File: src/rtl/fir_stream_pkg.sv
// Shared types and sizing helpers for the FIR stream source.
package fir_stream_pkg;

  localparam int unsigned DATA_W_DEF = 6;

  typedef enum logic [1:0] {
    IDLE,
    STREAM,
    STOP
  } state_t;

  function automatic int unsigned level_w(input int unsigned depth);
    return $clog2(depth + 1);
  endfunction

endpackage

File: src/rtl/fir_src_fifo.sv
// Sample FIFO for the FIR stream source: storage, pointers, occupancy,
// push acceptance and the sticky overflow flag.
module fir_src_fifo
  import fir_stream_pkg::*;
#(
  parameter int unsigned DATA_W = DATA_W_DEF,
  parameter int unsigned DEPTH  = 4
) (
  input  logic                        clk,
  input  logic                        reset,
  input  logic                        push_req,
  input  logic [DATA_W-1:0]           push_data,
  input  logic                        pop,
  output logic [DATA_W-1:0]           rd_data,
  output logic [level_w(DEPTH)-1:0]   level,
  output logic                        full,
  output logic                        accept,
  output logic                        overflow
);

  localparam int unsigned PTR_W = $clog2(DEPTH);
  localparam int unsigned LVL_W = level_w(DEPTH);

  logic [DATA_W-1:0] mem [DEPTH];
  logic [PTR_W-1:0]  wr_ptr;
  logic [PTR_W-1:0]  rd_ptr;

  assign full    = (level == LVL_W'(DEPTH));
  // A pop in the same cycle frees the slot the push lands in.
  assign accept  = push_req && (!full || pop);
  assign rd_data = mem[rd_ptr];

  always_ff @(posedge clk or negedge reset) begin
    if (!reset) begin
      wr_ptr   <= '0;
      rd_ptr   <= '0;
      level    <= '0;
      overflow <= 1'b0;
      for (int unsigned i = 0; i < DEPTH; i++) mem[i] <= '0;
    end else begin
      if (accept) begin
        mem[wr_ptr] <= push_data;
        wr_ptr      <= wr_ptr + PTR_W'(1);
      end
      if (pop) rd_ptr <= rd_ptr + PTR_W'(1);
      if (accept && !pop)      level <= level + LVL_W'(1);
      else if (!accept && pop) level <= level - LVL_W'(1);
      if (push_req && !accept) overflow <= 1'b1;
    end
  end

endmodule

File: src/rtl/fir_stream_source.sv
// Stream transmitter feeding signed samples to the FIR sample port.
// Optional internal ramp source enabled by defining FIR_SRC_RAMP_EN.
module fir_stream_source
  import fir_stream_pkg::*;
#(
  parameter int unsigned DATA_W      = DATA_W_DEF,
  parameter int unsigned DEPTH       = 4,
  parameter int unsigned START_LEVEL = 2
) (
  input  logic                      clk,
  input  logic                      reset,
  input  logic [DATA_W-1:0]         in_data,
  input  logic                      in_strobe,
  input  logic                      run,
  input  logic                      pattern_sel,
  output logic                      in_full,
  output logic [level_w(DEPTH)-1:0] level,
  output logic [DATA_W-1:0]         m_axis_tdata,
  output logic                      m_axis_tvalid,
  input  logic                      m_axis_tready,
  output logic                      overflow,
  output logic                      underrun
);

  localparam int unsigned LVL_W = level_w(DEPTH);

  state_t             state;
  logic               handshake;
  logic               push_req;
  logic [DATA_W-1:0]  push_data;
  logic               accept;

  assign handshake = m_axis_tvalid && m_axis_tready;

`ifdef FIR_SRC_RAMP_EN
  logic [DATA_W-1:0] ramp_q;

  // Ramp only requests when a slot is free, so it can never overflow.
  assign push_req  = pattern_sel ? (!in_full || handshake) : in_strobe;
  assign push_data = pattern_sel ? ramp_q : in_data;

  always_ff @(posedge clk or negedge reset) begin
    if (!reset)                    ramp_q <= '0;
    else if (pattern_sel && accept) ramp_q <= ramp_q + DATA_W'(1);
  end
`else
  logic unused_pattern_sel;
  assign unused_pattern_sel = pattern_sel;
  assign push_req  = in_strobe;
  assign push_data = in_data;
`endif

  fir_src_fifo #(
    .DATA_W (DATA_W),
    .DEPTH  (DEPTH)
  ) u_fifo (
    .clk       (clk),
    .reset     (reset),
    .push_req  (push_req),
    .push_data (push_data),
    .pop       (handshake),
    .rd_data   (m_axis_tdata),
    .level     (level),
    .full      (in_full),
    .accept    (accept),
    .overflow  (overflow)
  );

  always_ff @(posedge clk or negedge reset) begin
    if (!reset) begin
      state         <= IDLE;
      m_axis_tvalid <= 1'b0;
      underrun      <= 1'b0;
    end else begin
      case (state)
        IDLE: begin
          if (run && level >= LVL_W'(START_LEVEL)) begin
            state         <= STREAM;
            m_axis_tvalid <= 1'b1;
          end
        end
        STREAM: begin
          // A stop that coincides with a handshake has nothing left to hold.
          if (!run) begin
            if (handshake) begin
              state         <= IDLE;
              m_axis_tvalid <= 1'b0;
            end else begin
              state <= STOP;
            end
          end else if (handshake && level == LVL_W'(1) && !accept) begin
            underrun      <= 1'b1;
            state         <= IDLE;
            m_axis_tvalid <= 1'b0;
          end
        end
        STOP: begin
          if (handshake) begin
            state         <= IDLE;
            m_axis_tvalid <= 1'b0;
          end
        end
        default: begin
          state         <= IDLE;
          m_axis_tvalid <= 1'b0;
        end
      endcase
    end
  end

endmodule

File: config.mk
export PLATFORM = sky130hd
export DESIGN_NAME = fir_stream_source
export DESIGN_NICKNAME = d
export VERILOG_FILES = /design/src/rtl/fir_stream_pkg.sv /design/src/rtl/fir_src_fifo.sv /design/src/rtl/fir_stream_source.sv
export SDC_FILE = /design/constraint.sdc
export NUM_CORES = 1
export LEC_CHECK = 0
export CORE_ASPECT_RATIO = 0.8
export CORE_MARGIN = 2
export CORE_UTILIZATION = 54
export CTS_BUF_LIST = sky130_fd_sc_hd__clkbuf_16
export CTS_CLUSTER_DIAMETER = 50
export CTS_CLUSTER_SIZE = 12
export DETAILED_ROUTE_END_ITERATION = 16
export GPL_ROUTABILITY_DRIVEN = 0
export GPL_TIMING_DRIVEN = 1
export PLACE_DENSITY_LB_ADDON = 0.15
export SETUP_SLACK_MARGIN = 0.4
export SLEW_MARGIN = 40
export SYNTH_ARGS = -nofsm -noshare
export SYNTH_HDL_FRONTEND = slang
export SYNTH_SLANG_ARGS = --single-unit
File: constraint.sdc
create_clock -name clk -period 1.92 [get_ports clk]
set_input_delay 0.288 -clock clk [delete_from_list [all_inputs] [get_ports clk]]
set_output_delay 0.288 -clock clk [all_outputs]
set_load 0.01 [all_outputs]
# After elaboration in Yosys (flattened, before gate mapping)
# Cells that the tools add are included.
[classes]
add_sub_neg = 4
magnitude_cmp = 4
n_eq_ne = 7
muxes = 19
bitwise = 2
reduce_logical = 18
[op_table]
columns = ["operator", "n"]
rows = [
  ["24-bit bitwise mux", 1],
  ["6-bit two-way mux", 3],
  ["6-bit binary-select mux with 2-bit select", 1],
  ["6-bit demux with 2-bit select", 1],
  ["2-bit two-way mux", 5],
  ["1-bit logical AND", 9],
  ["3-bit >= comparator, second input constant", 2],
  ["3-bit two-way mux", 2],
  ["2-bit NOT with 3-bit output", 2],
  ["2-bit case mux with 3 select lines", 1],
  ["3-bit AND reduction", 2],
  ["2-bit by 1-bit adder with 2-bit output, second input constant", 2],
  ["1-bit two-way mux", 4],
  ["2-bit inequality test, second input constant", 2],
  ["3-bit by 1-bit adder with 3-bit output, second input constant", 1],
  ["3-bit by 1-bit equality test with 1-bit output, second input constant", 1],
  ["3-bit equality test, second input constant", 1],
  ["3-bit by 2-bit >= comparator with 1-bit output, second input constant", 1],
  ["1-bit logical NOT", 3],
  ["3-bit by 1-bit < comparator with 1-bit output, second input constant", 1],
  ["3-bit inequality test, second input constant", 1],
  ["1-bit case mux with 3 select lines", 1],
  ["3-bit by 1-bit subtractor with 3-bit output, second input constant", 1],
  ["2-bit by 1-bit equality test with 1-bit output, second input constant", 1],
  ["5 further kinds", 5],
]
[word_totals]
register_bits = 36
in_bits = 12
word_cells = 65

# Longest topological paths before layout
[depth]
depth_word = 9
mapped_depth = 9

# By module
# A second synthesis with hierarchy kept.
[hier_totals]
hier_cells = 119
area_unflattened_um2 = 1846.8
[modules_own_cells]
columns = ["module", "n_inst", "cells_each", "area_each_um2", "seq_area_each_um2"]
rows = [
  ["fir_src_fifo", 1, 97, 1611.5, 800.8],
  ["fir_stream_source", 1, 22, 235.2, 100.1],
]

# Least setup slack after synthesis
# Ideal clock, no wire load.
[synth_path]
path_kind = "register to register"
startpoint = "register u_fifo.level[1]"
endpoint = "register u_fifo.level[2]"
arrival_ps = 1653
required_ps = 1786
slack_ps = 133
stages_incl_launch_ff = 10
path_buffers = 0
path_cell_list = "dfrtp_1 > inv_1 > ha_1 > nand2_4 > o21ai_2 > inv_1 > ha_1 > mux2i_1 > nor2_1 > xor2_1"
[synth_between]
elab_chain_cells = 7
word_cells_on_any_way = 12
cone_classes = "add/sub (2); eq/ne (1); mux (2); reduce/logical (7)"
[synth_rtl]
columns = ["element", "line_no", "source"]
rows = [
  ["from (decl)", "fir_src_fifo.sv:15", "output logic [level_w(DEPTH)-1:0] level,"],
  ["from (signal assigned)", "fir_src_fifo.sv:46", "if (accept && !pop) level <= level + LVL_W'(1);"],
  ["from (signal assigned)", "fir_src_fifo.sv:47", "else if (!accept && pop) level <= level - LVL_W'(1);"],
  ["3-bit equality test *", "fir_src_fifo.sv:28", "assign full = (level == LVL_W'(DEPTH));"],
  ["1-bit logical NOT *", "fir_src_fifo.sv:30", "assign accept = push_req && (!full || pop);"],
  ["1-bit logical OR *", "fir_src_fifo.sv:30", ""],
  ["1-bit logical AND *", "fir_src_fifo.sv:30", ""],
  ["via accept", "fir_stream_source.sv:31", "logic accept;"],
  ["1-bit logical NOT", "fir_src_fifo.sv:47", ""],
  ["1-bit logical AND", "fir_src_fifo.sv:47", ""],
  ["2-bit nonzero test (no line)", "-", ""],
]
# The timed path passes the listed nets; every way through them passes the cells marked *. The select of a mux whose other input is x is not followed.
# A chain may end at the register's enable or synchronous reset.

# Final worst setup path
[layout_path]
startpoint = "register u_fifo.rd_ptr[0]"
endpoint = "output port m_axis_tdata[1]"
[layout_between]
elab_chain_cells = 4
[layout_rtl]
columns = ["element", "line_no", "source"]
rows = [
  ["from (decl)", "fir_src_fifo.sv:26", "logic [PTR_W-1:0] rd_ptr;"],
  ["from (signal assigned)", "fir_src_fifo.sv:45", "if (pop) rd_ptr <= rd_ptr + PTR_W'(1);"],
  ["2-bit NOT with 3-bit output (not written as such)", "fir_src_fifo.sv:31", "assign rd_data = mem[rd_ptr];"],
  ["6-bit binary-select mux with 2-bit select", "fir_src_fifo.sv:31", ""],
  ["6-bit two-way mux (not written as such) (2 in a row)", "fir_src_fifo.sv:31", ""],
  ["to (decl)", "fir_stream_source.sv:18", "output logic [DATA_W-1:0] m_axis_tdata,"],
]
# No other way between the ends. The select of a mux whose other input is x is not followed.

==> results by group <==
Power
  • Leak: 1.25 nW
  • Comb pwr share: 0.552
  • Total power: just under 0.005 W
  • Sequential Power Share: 0.296
  • P per Cell Area: 1870 mW/mm2
  • Clock Power Share: 0.153
  • Int Power: roughly 0.0033 W
  • Maximum VDD drop: approximately 1.3 mV
  • Net Sw Power: around 0.0017 W
  • Switching Share: 0.338

Cells and area
  • Synth-to-layout area growth: 46.4%
  • Most frequent cells in the layout: 33 x dfrtp_1, 25 x mux2_4, 16 x buf_6, 13 x buf_4, 12 x clkdlybuf4s50_1
  • Layout cells sized above 1: 0.508
  • Post-route design area: around 0.0026 mm2
  • Antenna cells: 0
  • Nets@finish: roughly 200
  • Commonest non-fill, non-tap cell in the layout: dfrtp_1

Yosys
  • Mapped Cells: roughly 130
  • Mux cell area share after synthesis: 0.236
  • Syn nets: 147
  • Largest family of logic cells by synthesized area: multiplexers
  • Yosys cell types: 30
  • Syn Std Cell Area: approximately 0.0018 mm2
  • Synth Area per Inst: around 14 um2
  • Register area share after synthesis: 0.498
  • #FFs+latches synth: 36
  • XOR/XNOR Fraction of Synth Area: 0.0291
  • Synth Area in Compound Gates: 0.0803
  • Yosys synthesis warning count: 0
  • Synth Area in Simple Gates: 0.0595
  • Adder-Cell Fraction of Synth Area: 0.0692

Setup path
  • Crit. Startpoint: u_fifo.rd_ptr[0]
  • Reg-to-reg setup timing slack: 270 ps
  • Crit Path Max Fanout: 4
  • Critical Path Most Common Cell: buf_6
  • Worst Reg-to-Reg Cells: 7
  • Data arrival, critical path: 1460 ps
  • Critical path cell sequence: buf_6, mux4_2, buf_6
  • Worst path slowest cell: mux4_2
  • Crit path kind: flip-flop to output port
  • CP peak stage delay: between 500 and 600 ps
  • CP endpoint kind: output port
  • WP data required: 1630 ps
  • Startpoint Class: flip-flop
  • R2r endpoint: u_fifo.mem[22]
  • Critical R2R Launch: u_fifo.level[0]

Global route
  • GR Overflow Total: 0
  • First-pass GRT wire length: 6570 um
  • Antenna violations before repair: 0
  • Vias in the first global route: around 1300
  • Overall routing resource usage: 0.244
  • Largest net degree at the start of global routing: 37

Die
  • Placement Rows: 18
  • Die extent in y: about 56 um
  • Die width: a little under 70 um
  • Initial Util: 0.578
  • IO Pins: 25
  • CORE AREA: around 0.0031 mm2
  • Die ar.: 0.00383 mm2

Timing
  • Relative slew slack: 0.696
  • F_max: around 570 MHz
  • Final worst setup slack: 172 ps
  • Tmin final: ~1700 ps
  • Hold Fails Final Rpt: 0
  • Worst-margin pin slew: ~460 ps
  • Final Setup Violations: 0
  • RSZ-0062 raised after global routing: yes
  • Slew Viols, Final: 0
  • Tcrit/Tclk final: 0.910
  • Setup TNS: 0 ps
  • Setup Skew: a little over 5 ps

Routing
  • Initial DRC count: 108
  • Vias: roughly 1200
  • WL/cell: approximately 21 um
  • Final Routed Wirelength: approximately 4600 um
  • Vias/cell: 5.63
  • TritonRoute pass-1 iters: 4
  • Residual DRC: 0
  • ANT nets after route: 0

Job
  • Max Cap Violations: 0

Placement
  • Dpl hpwl: ~2400 um
  • DP Worst Slack: -20.6 ps
  • Dpl cell area: 0.00216 mm2
  • Port bufs: 23

Clocking
  • Clock root buffer master: clkbuf_16
  • Worst-Skew Late Latency: between 200 and 300 ps
  • CTS Buffer Depth: 2
  • CTS tree: yes
  • H-tree depth: 2
  • Clk sinks: 36
  • Clock Pin Slew Worst Setup and Hold Paths: around 50 ps
  • TritonCTS Buffers: 5
  • Hold-fix buffers, CTS: 0

Worst hold path
  • Hold Path Class: input pin to asynchronous set/reset pin

Status
  • Status: finished, final reports clean
==> sequential cells by signal, summed over array words and instances (netlist names) <==
name and flops:
u_fifo.overflow 1, m_axis_tvalid 1, underrun 1, u_fifo.wr_ptr 2
u_fifo.level 3, u_fifo.rd_ptr 2, state 2, u_fifo.mem 24
==> what timing repair did <==
item,CTS,global route
buffers inserted,15,6
pin swaps,7,8
setup endpoints to repair,40,37
hold endpoints to repair,0,0
resized for setup,48,35
==> routing by layer <==
metal | part of all wire | up-vias | global-route usage
li1 | - | 554 | -
met1 | 0.45 | 648 | 0.300
met2 | 0.50 | 24 | 0.393
met3 | 0.035 | 8 | 0.0810
met4 | 0.017 | 0 | 0.0952
met5 | 0 | - | 0
==> worst max path at each step <==
stage	to	depth (start not counted)
2_1_floorplan	u_fifo.level[2]	9
3_3_place_gp	u_fifo.mem[17]	5
3_5_place_dp	u_fifo.mem[22]	5
4_1_cts	m_axis_tdata[1]	3
5_1_grt	m_axis_tdata[1]	3
6_report	m_axis_tdata[1]	3
==> layout make-up <==
| type | count | area [um2] |
|---|---|---|
| Timing Repair Buffer | 50 | 507 |
| Inverter | 8 | 32.5 |
| Fill cell | 134 | 484 |
| Sequential cell | 36 | 905 |
| Multi-Input combinational cell | 78 | 1020 |
| Clock inverter | 2 | 8.76 |
| Clock buffer | 5 | 125 |
| Tap cell | 40 | 50.0 |
==> power groups by stage <==
stage | sequential [W] | clock (W) | combinational (W)
after CTS | 0.00143 | 0.000767 | 0.00215
after detailed placement | 0.00147 | 0 | 0.00185
final | 0.00147 | 0.000756 | 0.00273
after global routing | 0.00151 | 0.000794 | 0.00291
after global placement | 0.00143 | 0 | 0.00178
after floorplan | 0.00139 | 0 | 0.00119
==> logic make-up after synthesis <==
group	Yosys count
AND/OR/NAND/NOR	18
flip-flops	36
buffers and inverters	11
multiplexers	32
adder cells (fa/ha/maj)	10
XOR/XNOR	6
AO/OA/AOI/OAI	12
==> through the flow <==
stage | util | hold WS [ps] | std cells
floorplan | - | -7.59 | 125
global placement | 0.690 | 451 | 191
detailed placement | 0.690 | 458 | 191
CTS | 0.783 | 442 | 213
global route | 0.845 | 488 | 219
finish | 0.845 | 426 | 219
==> critical path, delay by kind of cell (launching register included) <==
kind                   cells  cell delay [ps]
multiplexers               1              520
flip-flops                 1              370
buffers and inverters      2              280
==> cells in the mapped netlist <==
| master | instances | share of area |
|---|---|---|
| nand2b_1 | 2 | 0.0069 |
| nor2b_1 | 2 | 0.0069 |
| o21ai_2 | 1 | 0.0048 |
| o211ai_4 | 4 | 0.047 |
| a21boi_0 | 1 | 0.0042 |
| nor2_1 | 1 | 0.0021 |
| nand2_1 | 5 | 0.010 |
| inv_1 | 7 | 0.015 |
| nand2_4 | 1 | 0.0062 |
| a31o_1 | 2 | 0.0097 |
| nor3b_1 | 1 | 0.0042 |
| nor3_1 | 2 | 0.0055 |
| buf_2 | 1 | 0.0028 |
| xor2_1 | 2 | 0.0097 |
| or3_1 | 1 | 0.0035 |
| o21a_1 | 1 | 0.0042 |
| buf_6 | 1 | 0.0062 |
| nor4_2 | 1 | 0.0069 |
| ha_1 | 10 | 0.069 |
| mux2i_1 | 1 | 0.0055 |
| inv_2 | 1 | 0.0021 |
| buf_1 | 1 | 0.0021 |
| xnor2_1 | 4 | 0.019 |
| mux4_2 | 6 | 0.075 |
| o311ai_1 | 1 | 0.0048 |
| dfrtp_1 | 36 | 0.50 |
| mux2_1 | 25 | 0.16 |
| and2_1 | 1 | 0.0035 |
| o21ai_0 | 2 | 0.0055 |
| nor4_1 | 1 | 0.0035 |
Power figures use the tool's default switching activity.
